$ cat config.mk
export PLATFORM = sky130hd
export DESIGN_NAME = spi_sram_bridge
export DESIGN_NICKNAME = d
export VERILOG_FILES = /design/src/rtl/spi_sram_bridge.sv
export SDC_FILE = /design/constraint.sdc
export NUM_CORES = 1
export LEC_CHECK = 0
export ABC_AREA = 1
export CORE_UTILIZATION = 41
export CTS_BUF_LIST = sky130_fd_sc_hd__clkbuf_4 sky130_fd_sc_hd__clkbuf_8
export DETAILED_ROUTE_END_ITERATION = 7
export MAX_ROUTING_LAYER = met4
export PLACE_DENSITY = 0.69
export SYNTH_ARGS = -nofsm -noshare
export SYNTH_HDL_FRONTEND = slang
export SYNTH_SLANG_ARGS = --single-unit
$ cat constraint.sdc
create_clock -name clk -period 2.09 [get_ports clk]
set_input_delay 0.3135 -clock clk [delete_from_list [all_inputs] [get_ports clk]]
set_output_delay 0.3135 -clock clk [all_outputs]
set_load 0.05 [all_outputs]
$ cat src/rtl/spi_sram_bridge.sv
// spi_sram_bridge: memory-request responder driving a 23LC1024-class serial
// SRAM over SPI mode 0 (48-bit frame: cmd, 24-bit byte address, 16 data bits).
// Ports:
//   clk, reset             - clock, synchronous active-high reset
//   req, we, address,      - request from the memory controller,
//   wdata                  -   accepted when req && ready
//   ready                  - bridge idle
//   rdata, rdata_valid     - read result and its one-cycle update strobe
//   spi_sck, spi_cs_n,     - SPI pins to the SRAM
//   spi_mosi, spi_miso
module spi_sram_bridge #(
   parameter int CLK_DIV = 2,
   parameter int CS_IDLE = 2
) (
   input  logic        clk,
   input  logic        reset,
   input  logic        req,
   input  logic        we,
   input  logic [15:0] address,
   input  logic [15:0] wdata,
   output logic        ready,
   output logic [15:0] rdata,
   output logic        rdata_valid,
   output logic        spi_sck,
   output logic        spi_cs_n,
   output logic        spi_mosi,
   input  logic        spi_miso
);

   localparam logic [2:0] S_IDLE  = 3'd0;
   localparam logic [2:0] S_SETUP = 3'd1;
   localparam logic [2:0] S_SHIFT = 3'd2;
   localparam logic [2:0] S_HOLD  = 3'd3;
   localparam logic [2:0] S_GAP   = 3'd4;

   localparam logic [15:0] DIV_LAST = 16'(CLK_DIV - 1);
   localparam logic [15:0] GAP_LAST = 16'(CS_IDLE - 1);

   logic [2:0]  state_q, state_d;
   logic [15:0] cnt_q, cnt_d;
   logic [5:0]  bit_q, bit_d;
   logic        sck_q, sck_d;
   logic [47:0] frame_q, frame_d;
   logic [15:0] rx_q, rx_d;
   logic        we_q, we_d;
   logic [15:0] rdata_q, rdata_d;
   logic        valid_q, valid_d;
   logic        tick;

   // cnt_q is a per-phase cycle counter; tick marks the last cycle of
   // an SCK half-period (also used to time SETUP and HOLD).
   assign tick = (cnt_q == DIV_LAST);

   always_comb begin
      state_d = state_q;
      cnt_d   = cnt_q + 16'd1;
      bit_d   = bit_q;
      sck_d   = sck_q;
      frame_d = frame_q;
      rx_d    = rx_q;
      we_d    = we_q;
      rdata_d = rdata_q;
      valid_d = 1'b0;
      unique case (state_q)
         S_IDLE: begin
            cnt_d = 16'd0;
            if (req) begin
               state_d = S_SETUP;
               we_d    = we;
               bit_d   = 6'd0;
               frame_d = {(we ? 8'h02 : 8'h03), 7'b0, address, 1'b0,
                          (we ? wdata : 16'h0000)};
            end
         end
         S_SETUP: begin
            if (tick) begin
               cnt_d   = 16'd0;
               state_d = S_SHIFT;
            end
         end
         S_SHIFT: begin
            if (tick) begin
               cnt_d = 16'd0;
               sck_d = ~sck_q;
               if (!sck_q) begin
                  rx_d = {rx_q[14:0], spi_miso};
               end else if (bit_q == 6'd47) begin
                  // frame cleared so mosi idles low once the last bit is out
                  state_d = S_HOLD;
                  bit_d   = 6'd0;
                  frame_d = '0;
               end else begin
                  bit_d   = bit_q + 6'd1;
                  frame_d = {frame_q[46:0], 1'b0};
               end
            end
         end
         S_HOLD: begin
            if (tick) begin
               cnt_d   = 16'd0;
               state_d = S_GAP;
               if (!we_q) begin
                  rdata_d = rx_q;
                  valid_d = 1'b1;
               end
            end
         end
         S_GAP: begin
            if (cnt_q == GAP_LAST) begin
               cnt_d   = 16'd0;
               state_d = S_IDLE;
            end
         end
         default: begin
            state_d = S_IDLE;
            cnt_d   = 16'd0;
         end
      endcase
   end

   always_ff @(posedge clk) begin
      if (reset) begin
         state_q <= S_IDLE;
         cnt_q   <= 16'd0;
         bit_q   <= 6'd0;
         sck_q   <= 1'b0;
         frame_q <= '0;
         rx_q    <= 16'h0000;
         we_q    <= 1'b0;
         rdata_q <= 16'h0000;
         valid_q <= 1'b0;
      end else begin
         state_q <= state_d;
         cnt_q   <= cnt_d;
         bit_q   <= bit_d;
         sck_q   <= sck_d;
         frame_q <= frame_d;
         rx_q    <= rx_d;
         we_q    <= we_d;
         rdata_q <= rdata_d;
         valid_q <= valid_d;
      end
   end

   assign ready       = (state_q == S_IDLE);
   assign spi_cs_n    = (state_q == S_IDLE) || (state_q == S_GAP);
   assign spi_sck     = sck_q;
   assign spi_mosi    = frame_q[47];
   assign rdata       = rdata_q;
   assign rdata_valid = valid_q;

endmodule

After elaboration in Yosys (flattened, before gate mapping)
Cells that the tools add are included.
Storage, ports and cells
  register bits: 108
  bits of input ports: 37
  output and inout bits: 21
Operators by class
  bitwise gates (word level): 5
  add/sub/neg operators: 2
  reduce and logical (&&, ||, !) cells: 12
  eq/ne operators: 13
  mux-type cells: 21
Operator list (number)
  $mux W48: 4
  $pmux W48 S2: 1
  $mux W6: 4
  $mux W3: 7
  $add A16 B1 Y16 const B: 1
  $eq A16 B1 Y1 const B: 1
  $mux W16: 1
  $pmux W3 S5: 1
  $ne A2 B2 Y1 const B: 7
  $pmux W6 S2: 1
  $reduce_and A7 Y1: 1
  $add A6 B1 Y6 const B: 1
  $eq A3 B2 Y1 const B: 2
  $eq A6 B6 Y1 const B: 1
  $reduce_and A3 Y1: 2
  $reduce_or A3 Y1: 2
  $not A1 Y1: 5
  $reduce_and A2 Y1: 2
  $reduce_and A4 Y1: 1
  $reduce_or A4 Y1: 1
  $eq A3 B1 Y1 const B: 1
  $eq A3 B3 Y1 const B: 1
  $logic_not A3 Y1: 1
  $mux W1: 2
  other kinds (2): 2

Depth between registers and ports, before layout
  depth in word-level cells: 5
  gate-level depth with buffers: 12
  depth with buffers taken out: 10

Least setup slack after synthesis
No wires, ideal clock.
  kind: register -> register
  from: register state_q[0]
  to: register bit_q[2]
  cell stages (with the launch flop): 11
  slack: 0.045 ns
  period minus slack after synthesis: 2.045 ns
  required time: 1.958 ns
  data arrival time: 1.913 ns
  cell sequence: dfxtp_1 > inv_1 > nand2_1 > nor2_1 > inv_1 > nand2_1 > nand2_1 > buf_6 > buf_6 > nand2_1 > a21oi_1
On the way
  longest elaborated chain between the ends: 3
  elaborated cells between the ends (all ways): 8
  classes of those cells: 4 x eq/ne; 1 x mux; 3 x reduce/logical
RTL lines
  start, declared: RTL line 39  | logic [2:0] state_q, state_d;
  start signal, assigned: RTL line 133  | state_q <= state_d;
  $logic_not A3 Y1 *
  via ready: RTL line 21  | output logic ready,
  $ne A2 B2 Y1 (no source line) or $reduce_bool A2 Y1 (tied branches)
  $reduce_and A4 Y1 (no source line)
  end signal, assigned: RTL line 135  | bit_q <= bit_d;
  end, declared: RTL line 41  | logic [5:0] bit_q, bit_d;
The timed path passes the listed nets; every way through them passes the cells marked *.
A chain may end at the register's enable or synchronous reset.

Worst setup path after layout
  from: register sck_q (netlist: spi_sck)
  to: output spi_sck
RTL lines
  start, declared: RTL line 42  | logic sck_q, sck_d;
  start signal, assigned: RTL line 136  | sck_q <= sck_d;
  end, declared: RTL line 24  | output logic spi_sck,
No word-level cell between the ends.

==> results.yml <==
clock_network:
  path_clk_slew_ns: 0.10
  cts.repair.resized: 0
  clk_latency_ns: 0.36
  cts_tree: "done"
  cts_hold_buf: 0
  cts_sinks: 108
  root_buffer: "clkbuf_8"
  cts_made_buffers: 9
  postCtsSetupRepairBufs: 0
  htree_num_levels: 3
  cts_buffer_depth: 2
critical_path:
  critPathBufInv: 1
  critPathMaxStageDelay_ns: 0.85
  path_cells: "clkdlybuf4s50_1"
  required_ns: 1.78
  cp.arrival_ns: 1.57
  crit_fanout: 3
  worst_setup_path_start_kind: "flip-flop"
  crit_type: "flip-flop to output pin"
  critPathSlowestCell: "clkdlybuf4s50_1"
  endpoint_kind: "output pin"
  crit_family: "buffers and inverters"
pwr:
  power_mw: 7.02
  irDropWorstVdd_uv: 866
  p_leak_nw: 2.50
  powerDensity_nw_per_um2: 1190
yosys:
  netlist_area_um2: 5060
  yosysSeqAreaShare_pct: 42.8
  ys_types: 26
  synthesis.instances: 752
  syn-num-nets: 792
  avgSynthCellArea_um2: 6.72
  synth_warnings: 0
  synth_seq_cells: 108
sta:
  min_period_ns: 1.88
  rsz0062_at_grt: "false"
  relSlewSlack_pct: 64.0
  fin_worst_skew_ns: 0.0113
  fin_ws_ns: 0.206
  fin_setup_tns_ns: 0
  final_max_slew_viol_count: 0
  fmax_mhz: 531
  tightest_slew_ns: 0.539
  setup_violations: 0
  hold_viol_final: 0
  period_share_pct: 90.2
floorplanning:
  core-area_um2: 12000
  fp-row-count: 40
  initial_core_util_pct: 42.1
  die_area_um2: 12800
  fp.dieH_um: 113
  ios: 58
  die_width_um: 113
routing:
  wire_per_inst_um: 11.3
  vias: 4501
  viasPerCell: 4.79
  firstDrtPassIters: 5
  drc: 0
  first_iter_violations: 241
  wirelength_um: 10600
  antenna_left: 0
global_route:
  grt_pass1_wl_um: 18000
  gr-total-overflow: 0
  antenna_found_initial: 0
  grt_max_degree: 74
  grt_usage_pct: 17.6
  grt_pass1_vias: 4104
layout:
  syn2layout_area_growth_pct: 16.7
  drive_above_1_share_pct: 5.18
  final_cells: 939
  antenna_cells: 0
  final_nets: 827
place:
  numPortBuffers: 57
  place_congestion: 0.795
  dp.cells: 923
  dp_slack_ns: 0.294
  hpwlAfterDp_um: 6470
job:
  cap_viol_max_count: 0
run_status:
  outcome: "completed"
worst_hold_path:
  hp-class: "flip-flop to flip-flop"
[cell usage after synthesis]
cell type	count	area, µm²
buf_6	10	113
nand3_1	99	495
nor2_2	1	6.26
xnor2_1	3	26.3
clkbuf_1	17	63.8
a21oi_1	77	385
buf_4	4	30.0
inv_2	2	7.51
nor3_1	6	30.0
a211oi_1	1	7.51
nand2_2	2	12.5
clkinv_1	1	3.75
or2_2	2	12.5
o21ai_0	20	100
nand3b_1	1	7.51
nor3b_1	1	7.51
ha_1	3	37.5
buf_2	16	80.1
nand2_1	205	769
xor2_1	5	43.8
dfxtp_1	108	2160
inv_1	57	214
nand4_1	5	31.3
nor2_1	104	390
a21o_1	1	7.51
nor2_4	1	11.3
[path summary, 6_finish.rpt]
path,start,endpoint,slack [ns],cells after the start
max,spi_sck,spi_sck,0.21,1
min,frame_q[29],frame_q[29],0.46,2
max reg2reg,cnt_q[0],frame_q[15],0.25,8
min reg2reg,frame_q[29],frame_q[29],0.46,2
[state kept, by name, indices dropped and copies added, names as in the netlist]
| register | count |
|---|---|
| frame_q | 48 |
| cnt_q | 16 |
| rdata | 16 |
| rx_q | 16 |
| bit_q | 6 |
| state_q | 3 |
| rdata_valid | 1 |
| spi_sck | 1 |
| we_q | 1 |
[power by group]
part | leakage (nW) | total (mW) | internal [mW] | switching, mW
Sequential | 0.878 | 2.65 | 2.44 | 0.209
Combinational | 1.52 | 3.06 | 1.04 | 2.02
Clock | 0.106 | 1.31 | 0.622 | 0.688
[kinds of logic (layout without fill, tap and decap cells)]
kind of cell	after synthesis	after routing	synth area share [%]
AND/OR/NAND/NOR	427	427	35.1
XOR/XNOR	8	8	1.39
adder cells (fa/ha/maj)	3	3	0.742
AO/OA/AOI/OAI	99	99	9.90
buffers and inverters	107	147	10.1
flip-flops	108	108	42.8
[cells in the final DEF (no fill, tap or decap), drive strengths merged, types with 2 or more instances in the layout]
cell type / netlist / routed
nand4: 5 / 5
inv: 59 / 59
dfxtp: 108 / 108
o21ai: 20 / 20
xnor2: 3 / 3
xor2: 5 / 5
nor2: 106 / 106
clkbuf: 17 / 11
nand3: 99 / 99
nand2: 207 / 207
nor3: 6 / 6
a21oi: 77 / 77
buf: 30 / 16
clkdlybuf4s50: 0 / 55
clkinv: 1 / 4
ha: 3 / 3
or2: 2 / 2
[through the flow]
| stage | hold slack [ns] | utilization [%] | cell area (µm²) |
|---|---|---|---|
| 2_1_floorplan | 0.431 | - | 5060 |
| 3_3_place_gp | 0.446 | 47.4 | 5690 |
| 3_5_place_dp | 0.451 | 47.4 | 5690 |
| 4_1_cts | 0.467 | 49.1 | 5900 |
| 5_1_grt | 0.480 | 49.1 | 5900 |
| 6_report | 0.465 | 49.1 | 5900 |
[layer usage]
metal	global-route usage [%]	wire, µm
met1	21.8	5340
met2	28.6	4720
met3	4.23	429
met4	4.82	74
met5	-	0
[layout make-up]
class                           count  area [µm²]
Tap cell                          147         184
Multi-Input combinational cell    537        2380
Timing Repair Buffer               71         733
Clock inverter                      5        60.1
Fill cell                        1239        6110
Inverter                           60         225
Sequential cell                   108        2160
Clock buffer                       11         151
Power figures use the tool's default switching activity.
